<file path="src/rtl/controle_tentativas.sv">
// controle_tentativas: DigiLock verify/program sequencer, failed-attempt counter, open hold and lockout (entry timeout under DIGILOCK_TIMEOUT_EN).
// Latency: memory/compare strobes in the same cycle as the key; fechadura rises 2 cycles after the 4th correct key.
// Backpressure: none; keys arriving in CHECK or LOCKOUT, or modo=1 keys in IDLE, are dropped with no side effects.
module controle_tentativas #(
    parameter int MAX_TENT   = 3,
    parameter int T_ABERTO   = 16,
    parameter int T_BLOQUEIO = 64,
    parameter int T_INATIVO  = 32
) (
    input  logic       clock,
    input  logic       reset,
    input  logic       modo,
    input  logic       tecla_acionada,
    input  logic       comparador,
    output logic [1:0] idx_mem,
    output logic       write_mem,
    output logic       enable_mem,
    output logic       comp,
    output logic       fechadura,
    output logic       bloqueado,
    output logic [1:0] tentativas,
    output logic [2:0] estado
);

    typedef enum logic [2:0] {
        IDLE    = 3'd0,
        ENTRY   = 3'd1,
        CHECK   = 3'd2,
        OPEN    = 3'd3,
        LOCKOUT = 3'd4
    } state_t;

    localparam logic [7:0] ABERTO_INI   = 8'(T_ABERTO - 1);
    localparam logic [7:0] BLOQUEIO_INI = 8'(T_BLOQUEIO - 1);
    localparam logic [1:0] MAX_T        = 2'(MAX_TENT);
`ifdef DIGILOCK_TIMEOUT_EN
    localparam logic [7:0] INATIVO_INI  = 8'(T_INATIVO - 1);
`endif

    generate
        if (MAX_TENT < 1 || MAX_TENT > 3) begin : g_bad_max
            $error("MAX_TENT out of range 1..3");
        end
        if (T_ABERTO < 1 || T_ABERTO > 255) begin : g_bad_aberto
            $error("T_ABERTO out of range 1..255");
        end
        if (T_BLOQUEIO < 1 || T_BLOQUEIO > 255) begin : g_bad_bloqueio
            $error("T_BLOQUEIO out of range 1..255");
        end
        if (T_INATIVO < 1 || T_INATIVO > 255) begin : g_bad_inativo
            $error("T_INATIVO out of range 1..255");
        end
    endgenerate

    state_t     state, state_n;
    logic [1:0] idx, idx_d;
    logic       erro, erro_d;
    logic       modo_lat, modo_lat_d;
    logic [7:0] timer, timer_d;
    logic [1:0] tent, tent_d;
    logic       erro_cmp;
    logic       falha;
    logic [2:0] tent_inc;

    always_ff @(posedge clock) begin
        if (!reset) begin
            state    <= IDLE;
            idx      <= 2'd0;
            erro     <= 1'b0;
            modo_lat <= 1'b0;
            timer    <= 8'd0;
            tent     <= 2'd0;
        end else begin
            state    <= state_n;
            idx      <= idx_d;
            erro     <= erro_d;
            modo_lat <= modo_lat_d;
            timer    <= timer_d;
            tent     <= tent_d;
        end
    end

    always_comb begin
        state_n    = state;
        idx_d      = idx;
        erro_d     = erro;
        modo_lat_d = modo_lat;
        timer_d    = timer;
        tent_d     = tent;
        comp       = 1'b0;
        write_mem  = 1'b0;
        enable_mem = 1'b0;
        falha      = 1'b0;
        erro_cmp   = erro | ~comparador;
        tent_inc   = {1'b0, tent} + 3'd1;

        case (state)
            IDLE: begin
                if (tecla_acionada && !modo) begin
                    comp       = 1'b1;
                    enable_mem = 1'b1;
                    modo_lat_d = 1'b0;
                    state_n    = CHECK;
`ifdef DIGILOCK_TIMEOUT_EN
                    timer_d    = INATIVO_INI;
`endif
                end
            end

            ENTRY: begin
                if (tecla_acionada) begin
`ifdef DIGILOCK_TIMEOUT_EN
                    timer_d = INATIVO_INI;
`endif
                    if (modo_lat) begin
                        write_mem = 1'b1;
                        if (idx == 2'd3) begin
                            idx_d   = 2'd0;
                            state_n = IDLE;
                        end else begin
                            idx_d = idx + 2'd1;
                        end
                    end else begin
                        comp       = 1'b1;
                        enable_mem = 1'b1;
                        state_n    = CHECK;
                    end
                end
`ifdef DIGILOCK_TIMEOUT_EN
                // Abandoned entry: verify aborts count as a failure, program aborts do not.
                else if (timer == 8'd0) begin
                    idx_d   = 2'd0;
                    erro_d  = 1'b0;
                    state_n = IDLE;
                    falha   = ~modo_lat;
                end else begin
                    timer_d = timer - 8'd1;
                end
`endif
            end

            CHECK: begin
`ifdef DIGILOCK_TIMEOUT_EN
                timer_d = timer - 8'd1;
`endif
                if (idx != 2'd3) begin
                    erro_d  = erro_cmp;
                    idx_d   = idx + 2'd1;
                    state_n = ENTRY;
                end else begin
                    idx_d  = 2'd0;
                    erro_d = 1'b0;
                    if (!erro_cmp) begin
                        tent_d  = 2'd0;
                        timer_d = ABERTO_INI;
                        state_n = OPEN;
                    end else begin
                        falha = 1'b1;
                    end
                end
            end

            OPEN: begin
                if (tecla_acionada && modo) begin
                    write_mem  = 1'b1;
                    idx_d      = 2'd1;
                    modo_lat_d = 1'b1;
                    state_n    = ENTRY;
`ifdef DIGILOCK_TIMEOUT_EN
                    timer_d    = INATIVO_INI;
`endif
                end else if (timer == 8'd0) begin
                    state_n = IDLE;
                end else begin
                    timer_d = timer - 8'd1;
                end
            end

            LOCKOUT: begin
                if (timer == 8'd0) begin
                    tent_d  = 2'd0;
                    state_n = IDLE;
                end else begin
                    timer_d = timer - 8'd1;
                end
            end

            default: state_n = IDLE;
        endcase

        // Shared failed-attempt bookkeeping; the count saturates at MAX_TENT.
        if (falha) begin
            if (tent_inc >= {1'b0, MAX_T}) begin
                tent_d  = MAX_T;
                timer_d = BLOQUEIO_INI;
                state_n = LOCKOUT;
            end else begin
                tent_d  = tent_inc[1:0];
                state_n = IDLE;
            end
        end
    end

    assign idx_mem    = idx;
    assign tentativas = tent;
    assign estado     = state;
    assign fechadura  = (state == OPEN);
    assign bloqueado  = (state == LOCKOUT);

endmodule
</file>
<file path="config.mk">
export PLATFORM = sky130hd
export DESIGN_NAME = controle_tentativas
export DESIGN_NICKNAME = d
export VERILOG_FILES = /design/src/rtl/controle_tentativas.sv
export SDC_FILE = /design/constraint.sdc
export NUM_CORES = 1
export LEC_CHECK = 0
export CAP_MARGIN = 10
export CORE_MARGIN = 1
export CORE_UTILIZATION = 58
export CTS_CLUSTER_DIAMETER = 30
export CTS_CLUSTER_SIZE = 24
export DETAILED_ROUTE_END_ITERATION = 8
export GPL_ROUTABILITY_DRIVEN = 1
export GPL_TIMING_DRIVEN = 0
export MAX_ROUTING_LAYER = met4
export PLACE_DENSITY = 0.95
export SLEW_MARGIN = 20
export SYNTH_ARGS = -nofsm -noshare
export SYNTH_HDL_FRONTEND = slang
export SYNTH_SLANG_ARGS = --single-unit
export TNS_END_PERCENT = 10
</file>
<file path="constraint.sdc">
create_clock -name clock -period 2.9 [get_ports clock]
set_input_delay 0.58 -clock clock [delete_from_list [all_inputs] [get_ports clock]]
set_output_delay 0.58 -clock clock [all_outputs]
set_load 0.05 [all_outputs]
</file>
; After elaboration in Yosys (flattened, before gate mapping)
; Cells that the tools add are included.
[word_totals]
out_inout_bits = 12
wordCells = 86
ff_bits = 17
in_bits = 5
[classes]
n_reduce_logical = 12
eq_ne = 17
muxes = 45
addsub = 3
bitwise_logic = 2
n_lt_le_gt_ge = 1
[op_table]
columns = op, count
row1 = two-way mux 8 bit, 6
row2 = two-way mux 3 bit, 10
row3 = one-hot mux 8 bit (3 select lines), 1
row4 = two-way mux 2 bit, 10
row5 = one-hot mux 3 bit (5 select lines), 1
row6 = two-way mux 1 bit, 12
row7 = inequality test 3 bit (second input constant), 4
row8 = AND reduction 4 bit, 3
row9 = zero test 8 bit, 1
row10 = inequality test 2 bit (second input constant), 4
row11 = inequality test 4 bit (second input constant), 2
row12 = subtractor 8 x 1 -> 8 bit (second input constant), 1
row13 = == test 3 x 2 -> 1 bit (second input constant), 2
row14 = one-hot mux 1 bit (2 select lines), 3
row15 = one-hot mux 2 bit (3 select lines), 1
row16 = nonzero test 3 bit, 2
row17 = one-hot mux 2 bit (2 select lines), 1
row18 = adder 2 x 1 -> 3 bit (second input constant), 1
row19 = == test 3 x 1 -> 1 bit (second input constant), 1
row20 = == test 3 bit (second input constant), 1
row21 = greater-or-equal comparator 3 x 2 -> 1 bit (second input constant), 1
row22 = zero test 3 bit, 1
row23 = inequality test 3 x 1 -> 1 bit (second input constant), 1
row24 = AND reduction 3 bit, 1
row25 = 8 further kinds, 9

; Logic depth before layout (Yosys ltp)
; Gate-level depths: netlist of the first run.
[logic_depth]
word_depth = 7
depth_mapped = 7
ltp_nobuf = 6

; Worst setup path before layout of the first run
; No wires, ideal clock.
[synth_path]
kind = register to output
startpoint = reg state[1], in the netlist estado[1]
endpoint = out write_mem
path_buffers = 1
path_stages_with_launch = 4
path_slack_ns = 0.260
t_arrival_ns = 2.060
t_required_ns = 2.320
path_cell_list = dfxtp_1 buf_2 mux2i_1 nor3_1
[synth_via]
elab_chain_cells = 2
[synth_rtl]
columns = element, line_no
row1 = from (decl), 55  ; state_t state, state_n;
row2 = from (signal assigned), 74  ; state <= state_n;
row3 = == test 3 x 2 -> 1 bit or == test 3 x 1 -> 1 bit (tied branches), 97  ; case (state)
row4 = one-hot mux 1 bit (2 select lines) *, 97
row5 = to (decl), 16  ; output logic write_mem,
; Mark *: on every way between the ends. The rest lies on a longest branch, timed or not.

; Worst setup path in the final report of the first run
[layout_path]
startpoint = in tecla_acionada
endpoint = out enable_mem
[layout_via]
elab_chain_cells = 3
[layout_rtl]
columns = element, line_no
row1 = from (decl), 13  ; input logic tecla_acionada,
row2 = logical AND 1 bit, 99  ; if (tecla_acionada && !modo) begin
row3 = two-way mux 1 bit, 99
row4 = one-hot mux 1 bit (2 select lines) *, 97
row5 = to (decl), 17  ; output logic enable_mem,
; Marks and branches as above.

==> results of run 1 <==
[flip-flops by register name, summed over array words and instances, names as in the netlist]
register,cells
erro,1
timer,8
modo_lat,1
estado,3
idx_mem,2
tentativas,2
[cell usage in the layout (no fill, tap or decap), types with 5 or more instances in the layout]
cell type        instances
a21oi_1                 17
dfxtp_1                 17
o21ai_0                  7
nand2_1                  7
inv_1                    9
nand2b_1                 6
nand3_1                  6
a31oi_1                  5
clkdlybuf4s50_1         12
nor2_1                   7
[layout make-up]
type,count,area share
multi-input combinational,115,0.548
sequential,17,0.241
timing repair buffer,15,0.105
buffer,8,0.0363
inverter,10,0.0275
tap,27,0.0239
clock buffer,4,0.0186
[worst reg2reg max path: cells and delay by family, from the launching register on]
kind            cells  cell delay, ns
simple gates        2            0.67
buf+inv             1            0.12
compound gates      2            0.39
fa+ha+maj           1            0.17
flops               1            0.34
[worst max path at each step]
stage / from / to / slack (ns)
floorplan: estado[1]$_SDFFE_PN0P_ / write_mem / 0.26
global placement: tecla_acionada / enable_mem / -0.12
finish: tecla_acionada / enable_mem / 0.14
CTS: tecla_acionada / enable_mem / 0.12
global route: tecla_acionada / enable_mem / 0.0004
detailed placement: tecla_acionada / enable_mem / -0.16
[through the flow]
stage	utilization	hold slack [ns]	power, W	worst slack, ns
2_1_floorplan	-	0.459	0.000312	0.260
3_3_place_gp	0.707	0.473	0.000338	-0.119
3_5_place_dp	0.707	0.486	0.000341	-0.160
4_1_cts	0.719	0.535	0.000468	0.120
5_1_grt	0.719	0.541	0.000485	0.000437
6_report	0.719	0.539	0.000470	0.136
[metal layers]
layer | vias to the layer above | wire (um) | global-route usage | share of wire
li1 | 596 | - | - | -
met3 | 8 | 217 | 0.0642 | 0.068
met2 | 67 | 1600 | 0.499 | 0.50
met4 | 0 | 36 | 0.0944 | 0.011
met1 | 593 | 1350 | 0.387 | 0.42
met5 | - | 0 | - | 0
[power groups by stage]
stage | sequential [W] | combinational [W] | clock (W)
final | 0.000243 | 0.0000926 | 0.000133
after floorplan | 0.000260 | 0.0000515 | 0
after global placement | 0.000248 | 0.0000903 | 0
after detailed placement | 0.000249 | 0.0000928 | 0
after global routing | 0.000244 | 0.0000998 | 0.000141
after CTS | 0.000243 | 0.0000914 | 0.000134
[cells by family after synthesis]
family,after synthesis
fa+ha+maj,3
simple gates,53
compound gates,58
flops,17
buf+inv,18
mux,1
==> results.md, run 1 <==
* Max-slew violations at 0
* Die Y at around 48 um
* Setup Viol. Count Final at 0
* Cell area after placement at ~1400 um^2
* First-pass GRT wire length at approximately 4800 um
* Post-synthesis mux area share at 0.00832
* Setup Buffers After CTS at 0
* Synthesized-area fraction occupied by and/or/nand/nor cells at 0.274
* Starting Density at 0.614
* Setup TNS at 0 ns
* Critical Path RT at 2.32 ns
* Final Cycle Share at 0.953
* Setup Crit Path Kind: input port to output pin
* Hold Path Stages at 2
* # hold bufs at CTS at 0
* Register area at 340 um^2
* Hold Path Sink: timer[5]$_SDFF_PN0_
* Net load switching power at 0.000145 W
* Row count at 16
* Syn Std Cell Area at approximately 1200 um^2
* Fillers at 163
* Total CTS buffers at 3
* Port Buffers at 15
* Final instance area at ~1400 um^2
* GRT overflow at 0
* Sequential power share at 0.518
* Worst-path clk slew at 0.10 ns
* Reg-to-Reg End: timer[1]$_SDFF_PN0_
* VDD IR max at just under 0.0002 V
* H-Tree Depth at 1
* Width of the die at around 48 um
* Pint at 0.000324 W
* Crit start category: input port
* Worst-Margin Slew at 0.616 ns
* Power per cell area at 333 nW/um^2
* Routed vias/inst at 6.45
* Syn_nets at 158
* CP Max Fanout at 7
* Status: complete, no violations
* Vias in the first global route at ~1,100
* Reg2reg path depth at 6
* Sequential cell area fraction in the yosys report at 0.283
* Final HPWL DP at roughly 2400 um
* Area grow syn2layout at 17.3%
* Crit end category: output pin
* Dpl cells at about 190
* Io pins at 17
* Comb pwr share at 0.197
* #FFs+latches synth at 17
* Die area at 2260 um^2
* Hold Path Class: flop to flop
* GRT Total Usage at 0.309
* Share of the synthesized area in the top cell type at 0.283
* CTS tree: yes
* DR WL/cell at approximately 16 um
* Reg2Reg Setup Slack at 1.10 ns
* Clock root buffer master: clkbuf_4
* Clk_lat worst skew at ~0.3 ns
* WP data arrival at 2.18 ns
* CTS sink cnt at 17
* Detailed Routing Iterations Pass 1 at 6
* Largest net degree at the start of global routing at 11
* Adder-Cell Fraction of Synth Area at 0.0312
* Synth Flop Type: dfxtp_1
* Clk pwr share at 0.284
* Post-synth cell types at between 50 and 60
* Resize count post-CTS at 3
* Vias at 1,264
* Hold Vio Cnt, Final at 0
* Ys Warns at 0
* Final wirelength at 3200 um
* Post-Synth XOR/XNOR Area at 0
* Crit path time final at 2.76 ns
* Main combinational cell family by area after synthesis: compound AO/OA/AOI/OAI gates
* Post-synth EDFFs at 0
* WP depth at 6
* Post-Syn Instances at 150
* CP peak stage delay at slightly below 0.6 ns
* Max frequency at 362 MHz
* Crit path buf inv count at 3
* Multi-input logic area at 773 um^2
* Switching Fraction at 0.310
* CP delay by family, top: buffers and inverters
* Cell taking the most area after synthesis: dfxtp_1
* Nets at 178
* Max_slew headroom at 0.585
* Ys async rst share at 0
* CORE AREA at 1960 um^2
* Initial antenna violation count at 0
* Synthesized area per cell at between 8 and 9 um^2
* Hold_sp: timer[5]$_SDFF_PN0_
* Routed Antenna Nets at 0
* Max-Cap Viols at 0
* Reg-to-reg critical path startpoint: timer[0]$_SDFF_PN0_
* CP max stage cell: clkdlybuf4s50_1
* Largest buffer count on any clock path at 2
* Synth area leaders: dfxtp_1, a21oi_1, ha_1
* Drt first-iter violations at 89
* Final RePlAce weighted congestion at 0.881
* Number of remaining DRC errors at 0
* Unrepaired setup endpoints after global routing: no
* Diodes inserted at 0
* Synth cell count leaders: a21oi_1, dfxtp_1, inv_1
* Non-filler cells, final at about 200
* Static Leak at 0.527 nW
* Layout Skew at 0.0123 ns
* Layout cells sized above 1 at 0.101
* Compound-cell area share of the yosys netlist at 0.328
* Crit-path cells: clkdlybuf4s50_1 > nand2b_1 > a21oi_1 > and2_1 > buf_4 > clkdlybuf4s15_1
No activity file was read; power rests on OpenSTA's default activity.
==> run 2, diff against run 1 <==
Settings changed: CELL_PAD_IN_SITES_DETAIL_PLACEMENT set to 2, CELL_PAD_IN_SITES_GLOBAL_PLACEMENT set to 2, CORE_MARGIN 1 to not set, CORE_UTILIZATION 58 to 34.
==> run 2 against run 1 <==
Effect of this change: sequential share of layout area down 0.44 points; clock skew shrank 0.00095 ns; final cell count grew 9.7%; global-route usage down 5.4 points; fmax fell by 2.9%; largest power group unchanged; utilization shrank 29 points; cell area is 1.9% higher; routed wire length up 29%; die area grew 67%.
==> results.md, run 2 (synthesis results as in run 1) <==
* Io pins at 17 (unchanged)
* Net load switching power at 0.000149 W (+2.7%)
* CORE AREA at 3360 um^2 (+71%)
* Crit start category: input port
* Width of the die at 61.5 um (+29%)
* Final core occ at 0.427 (-0.292)
* Sequential power share at 0.514 (-0.004)
* Nets at 178 (unchanged)
* Reg-to-reg critical path startpoint: idx_mem[0]$_SDFFE_PN0P_
* Max-slew violations at 0 (unchanged)
* VDD IR max at 0.000176 V (-12%)
* GRT overflow at 0 (unchanged)
* Most frequent cells in the layout: a21oi_1, dfxtp_1, clkdlybuf4s50_1, inv_1
* First-pass GRT wire length at 6680 um (+40%)
* Switching Fraction at 0.315 (+0.00570)
* Critical Path RT at 2.32 ns (about the same)
* Reg2reg path depth at 5 (-1)
* Total power at 0.000474 W (+0.87%)
* CTS sink cnt at 17 (unchanged)
* Hold Path Class: flop to flop
* Largest register FFs at 8 (unchanged)
* Comb pwr share at 0.203 (+0.006)
* H-Tree Depth at 1 (unchanged)
* Critical path destination: enable_mem
* Clk pwr share at 0.283 (about the same)
* Worst Setup SP: tecla_acionada
* Row count at 21 (+5)
* Worst-path clk slew at 0.09 ns (about the same)
* Fillers at 425 (+160%)
* Initial antenna violation count at 0 (unchanged)
* Drt first-iter violations at 18 (-80%)
* Setup Crit Path Kind: input port to output pin
* Dpl cells at 211 (+9.9%)
* Max-Cap Viols at 0 (unchanged)
* DR WL/cell at 19.2 um (+18%)
* Setup Viol. Count Final at 0 (unchanged)
* Reg-to-Reg End: timer[4]$_SDFF_PN0_
* Die area at 3780 um^2 (+67%)
* Final RePlAce weighted congestion at 0.830 (-5.8%)
* WP data arrival at 2.27 ns (+0.09 ns)
* Status: complete, no violations
* Max frequency at 351 MHz (-2.9%)
* Clk_lat worst skew at 0.30 ns (about the same)
* Final Cycle Share at 0.982 (+0.0289)
* Hold Vio Cnt, Final at 0 (unchanged)
* CTS tree: yes
* Unrepaired setup endpoints after global routing: no
* Layout cells sized above 1 at 0.101 (unchanged)
* Final wirelength at 4130 um (+29%)
* Vias at 1,245 (-1.5%)
* Reg2Reg Setup Slack at 0.93 ns (-0.17 ns)
* Clock root buffer master: clkbuf_4
* Port Buffers at 15 (unchanged)
* Routed vias/inst at 5.79 (-10%)
* Biggest register: timer
* Die Y at 61.5 um (+29%)
* Total CTS buffers at 3 (unchanged)
* GRT Total Usage at 0.255 (-0.0542)
* Number of remaining DRC errors at 0 (unchanged)
* Final HPWL DP at 3060 um (+30%)
* Max_slew headroom at 0.551 (-0.0337)
* Area grow syn2layout at 19.4%
* Crit end category: output pin
* Layout Skew at 0.0113 ns (-0.000946 ns)
* Power per cell area at 329 nW/um^2 (-0.98%)
* CP Max Fanout at 7 (unchanged)
* Largest buffer count on any clock path at 2 (unchanged)
* Pint at 0.000324 W (about the same)
* Worst-Margin Slew at 0.666 ns (+0.0500 ns)
* Crit path time final at 2.85 ns (+0.0839 ns)
* Static Leak at 0.546 nW (+3.5%)
* Routed Antenna Nets at 0 (unchanged)
* Largest net degree at the start of global routing at 11 (unchanged)
* Vias in the first global route at 1,313 (+25%)
* Diodes inserted at 0 (unchanged)
* Non-filler cells, final at 215 (+9.7%)
* Starting Density at 0.358 (-0.256)
* Detailed Routing Iterations Pass 1 at 4 (-2)
==> run 2: cell count changes in the layout (fill, tap and decap cells not counted) <==
cell             delta
clkdlybuf4s50_1     -1
dlymetal6s2s_1      +1
==> run 2: how the worst min path moves through the flow <==
stage | start | end | cells past startpoint | slack [ns]
6_report | timer[5]$_SDFF_PN0_ | timer[5]$_SDFF_PN0_ | 2 | 0.51
5_1_grt | timer[5]$_SDFF_PN0_ | timer[5]$_SDFF_PN0_ | 2 | 0.53
4_1_cts | timer[5]$_SDFF_PN0_ | timer[5]$_SDFF_PN0_ | 2 | 0.50
3_5_place_dp | timer[5]$_SDFF_PN0_ | timer[5]$_SDFF_PN0_ | 2 | 0.49
3_3_place_gp | timer[5]$_SDFF_PN0_ | timer[5]$_SDFF_PN0_ | 2 | 0.48
2_1_floorplan | timer[5]$_SDFF_PN0_ | timer[5]$_SDFF_PN0_ | 2 | 0.46
==> run 2: layout make-up <==
type                       instances  area, um^2  area share
sequential                        17         340       0.237
tap                               46        57.6      0.0400
timing repair buffer              15         150       0.104
clock buffer                       4        26.3      0.0183
multi-input combinational        115         773       0.538
buffer                             8        51.3      0.0357
inverter                          10        38.8      0.0270
==> run 2: worst max-delay path, cell delays in order <==
cell             delay (ns)
clkdlybuf4s50_1        0.62
nand2b_1               0.17
a21oi_1                0.15
and2_1                 0.16
buf_4                  0.10
clkdlybuf4s15_1        0.48
==> run 2: per-layer routing <==
metal	global-route usage	wire length, um
met2	0.427	2080
met3	0.0504	90
met1	0.299	1870
met4	0.0984	81
met5	-	0
==> run 2: what timing repair did <==
item | CTS | global route
hold endpoints to repair | 0 | 0
resized for setup | 3 | 2
hold buffers | 0 | 0
buffers inserted | 0 | 0
endpoints found under the setup margin | 3 | 2
==> run 2: power groups by stage <==
stage | clock [W] | sequential (W) | combinational (W)
after global routing | 0.000146 | 0.000244 | 0.000102
final | 0.000134 | 0.000244 | 0.0000959
after CTS | 0.000140 | 0.000244 | 0.0000957
after global placement | 0 | 0.000248 | 0.0000931
after detailed placement | 0 | 0.000249 | 0.0000963
after floorplan | 0 | 0.000260 | 0.0000515
==> run 2: stage by stage <==
step | hold slack [ns] | worst slack (ns) | TNS, ns | area (um^2)
5_1_grt | 0.531 | 0.00620 | 0 | 1440
2_1_floorplan | 0.459 | 0.260 | 0 | 1200
3_5_place_dp | 0.488 | -0.224 | -0.418 | 1410
4_1_cts | 0.503 | 0.0374 | 0 | 1430
6_report | 0.505 | 0.0516 | 0 | 1440
3_3_place_gp | 0.478 | -0.167 | -0.258 | 1410
==> run 3, diff against run 2 <==
Settings changed: CORE_MARGIN set to 5, RECOVER_POWER set to 100.
==> run 3 against run 2 <==
Effect of this change: routed wire length rose by 4.5%; sequential power barely moved; cell area fell by 2.0%; clock skew fell by 0.0088 ns; count of clock-buffer cells in the layout fell by 1; first-iteration DRC count rose to 3.1 times the previous value; sequential share of layout area rose by 0.48 points; fmax rose by 2.7%.
==> results.md, run 3 (synthesis results as in run 1) <==
* Max-Cap Viols at 0 (unchanged)
* Crit-path cells: or3b_1 > buf_6 > clkinv_2 > dlygate4sd3_1
* Dpl cells at 211 (unchanged)
* Switching Fraction at 0.331 (+0.0160)
* GRT Total Usage at 0.187 (-0.0681)
* Io pins at 17 (unchanged)
* Cell area after placement at 1410 um^2 (unchanged)
* Hold Path Sink: timer[5]$_SDFF_PN0_
* Area grow syn2layout at 17.0%
* Setup Crit Path Kind: flop to output pin
* Power per cell area at 340 nW/um^2 (+3.2%)
* First-pass GRT wire length at 7060 um (+5.7%)
* Critical Path RT at 2.32 ns (about the same)
* Largest register FFs at 8 (unchanged)
* Layout cells sized above 1 at 0.0947 (-0.00592)
* Final Cycle Share at 0.957 (-0.0255)
* Reg-to-Reg End: timer[3]$_SDFF_PN0_
* Sequential power share at 0.509 (-0.005)
* Crit path time final at 2.77 ns (-0.0739 ns)
* Reg2reg path depth at 6 (+1)
* Dpl ws at -0.218 ns (+0.00600 ns)
* Largest buffer count on any clock path at 2 (unchanged)
* Die area at 4830 um^2 (+28%)
* Drt first-iter violations at 56 (+38)
* Largest net degree at the start of global routing at 11 (unchanged)
* Routed Antenna Nets at 0 (unchanged)
* Clk pwr share at 0.293 (+0.010)
* Die Y at 69.5 um (+13%)
* Detailed Routing Iterations Pass 1 at 4 (unchanged)
* Status: complete, no violations
* CORE AREA at 3390 um^2 (+0.78%)
* Fin worst setup slack at 0.125 ns (+0.0739 ns)
* Routed vias/inst at 5.83 (+0.72%)
* Max_slew headroom at 0.225 (-0.326)
* Hold_sp: timer[5]$_SDFF_PN0_
* Width of the die at 69.5 um (+13%)
* Final HPWL DP at 3420 um (+12%)
* DR WL/cell at 20.1 um (+4.5%)
* Row count at 21 (unchanged)
* Final RePlAce weighted congestion at 0.826 (-0.52%)
* Initial antenna violation count at 0 (unchanged)
* Reg-to-reg critical path startpoint: timer[0]$_SDFF_PN0_
* Hold Path Class: flop to flop
* CTS sink cnt at 17 (unchanged)
* Clock root buffer master: clkbuf_4
* Net load switching power at 0.000159 W (+6.3%)
* # hold bufs at CTS at 0 (unchanged)
* Setup Viol. Count Final at 0 (unchanged)
* Diodes inserted at 0 (unchanged)
* Setup Buffers After CTS at 0 (unchanged)
* VDD IR max at 0.000125 V (-29%)
* Max-slew violations at 0 (unchanged)
* Hold Vio Cnt, Final at 0 (unchanged)
* Final instance area at 1410 um^2 (-2.0%)
* Max frequency at 360 MHz (+2.7%)
* CP peak stage delay at 0.87 ns (+0.25 ns)
* Starting Density at 0.355 (-0.00277)
* Total CTS buffers at 3 (unchanged)
* WP data arrival at 2.19 ns (-0.08 ns)
* Min Hold Slack at 0.515 ns (+0.0100 ns)
* GRT overflow at 0 (unchanged)
* Pint at 0.000320 W (-1.2%)
* Unrepaired setup endpoints after global routing: no
* Crit end category: output pin
* Non-filler cells, final at 215 (unchanged)
* Port Buffers at 15 (unchanged)
* Comb pwr share at 0.198 (-0.005)
* Final wirelength at 4320 um (+4.5%)
* Static Leak at 0.531 nW (-2.7%)
* H-Tree Depth at 1 (unchanged)
* Biggest register: timer
* Fillers at 405 (-4.7%)
* Crit start category: flop
* Worst-Margin Slew at 1.15 ns (+0.480 ns)
* Clk_lat worst skew at 0.31 ns (about the same)
* CTS tree: yes
* Reg2Reg Setup Slack at 0.28 ns (-0.65 ns)
* Layout Skew at 0.00253 ns (-0.00881 ns)
* Vias in the first global route at 1,399 (+6.5%)
* Most frequent cells in the layout: a21oi_1, dfxtp_1, inv_1, o21ai_0
* CP max stage cell: dlygate4sd3_1
* CP Max Fanout at 7 (unchanged)
* Nets at 178 (unchanged)
* Number of remaining DRC errors at 0 (unchanged)
* Vias at 1,254 (+0.72%)
* Worst-path clk slew at 0.11 ns (+0.02 ns)
* Hold Path Stages at 2 (unchanged)
## run 3: cell count changes in the layout (fill, tap and decap cells not counted), moves of 2 or more
cell / change
dlygate4sd3_1: +8
clkdlybuf4s50_1: -7
clkbuf_2: +2
o21ai_0: +2
o21ai_1: -2
## run 3: power by group through the flow
stage	combinational, W	clock, W	sequential (W)
6_report	0.0000948	0.000141	0.000244
3_3_place_gp	0.0000937	0	0.000248
4_1_cts	0.0000974	0.000145	0.000244
5_1_grt	0.000102	0.000159	0.000244
2_1_floorplan	0.0000515	0	0.000260
3_5_place_dp	0.0000986	0	0.000249
## run 3: metal layers
layer | GRT usage | wire length (um) | vias to the layer above
met5 | - | 0 | -
met4 | 0.0759 | 97 | 0
met3 | 0.0174 | 62 | 8
met2 | 0.346 | 2310 | 20
met1 | 0.202 | 1850 | 629
li1 | - | - | 597
## run 3: layout make-up
type / instances / area [um^2] / area share
well taps: 46 / 57.6 / 0.0409
repair buffers: 15 / 143 / 0.101
multi-input cells: 115 / 751 / 0.533
flip-flops and latches: 17 / 340 / 0.242
clock buffers: 3 / 22.5 / 0.0160
clock inverters: 1 / 5.00 / 0.00355
plain buffers: 8 / 51.3 / 0.0364
inverters: 10 / 38.8 / 0.0275
## run 3: worst max-delay path: cells and delay by family (launching register included)
family / cells / cell delay [ns]
buffers and inverters: 3 / 1.10
flip-flops: 1 / 0.41
AND/OR/NAND/NOR: 1 / 0.38
## run 3: metrics by stage
| stage | setup TNS, ns | power (W) | utilization |
|---|---|---|---|
| 3_5_place_dp | -0.438 | 0.000347 | 0.416 |
| 6_report | 0 | 0.000479 | 0.416 |
| 5_1_grt | 0 | 0.000505 | 0.416 |
| 4_1_cts | 0 | 0.000486 | 0.423 |
| 3_3_place_gp | -0.258 | 0.000342 | 0.416 |
| 2_1_floorplan | 0 | 0.000312 | - |
## run 3: worst max-delay path by stage
stage                           startpoint          to  slack, ns  cells past startpoint
floorplan           estado[1]$_SDFFE_PN0P_   write_mem       0.26                      3
global placement            tecla_acionada  enable_mem      -0.16                      6
detailed placement          tecla_acionada  enable_mem      -0.22                      6
CTS                         tecla_acionada  enable_mem       0.05                      6
global route        estado[0]$_SDFFE_PN0P_   fechadura       0.03                      4
finish              estado[2]$_SDFFE_PN0P_   bloqueado       0.13                      4
## run 3: what timing repair did
| action | 4_1_cts | 5_1_grt |
|---|---|---|
| hold endpoints to repair | 0 | 0 |
| resized for setup | 3 | 2 |
| endpoints found under the setup margin | 3 | 1 |
| pin swaps | 0 | 0 |
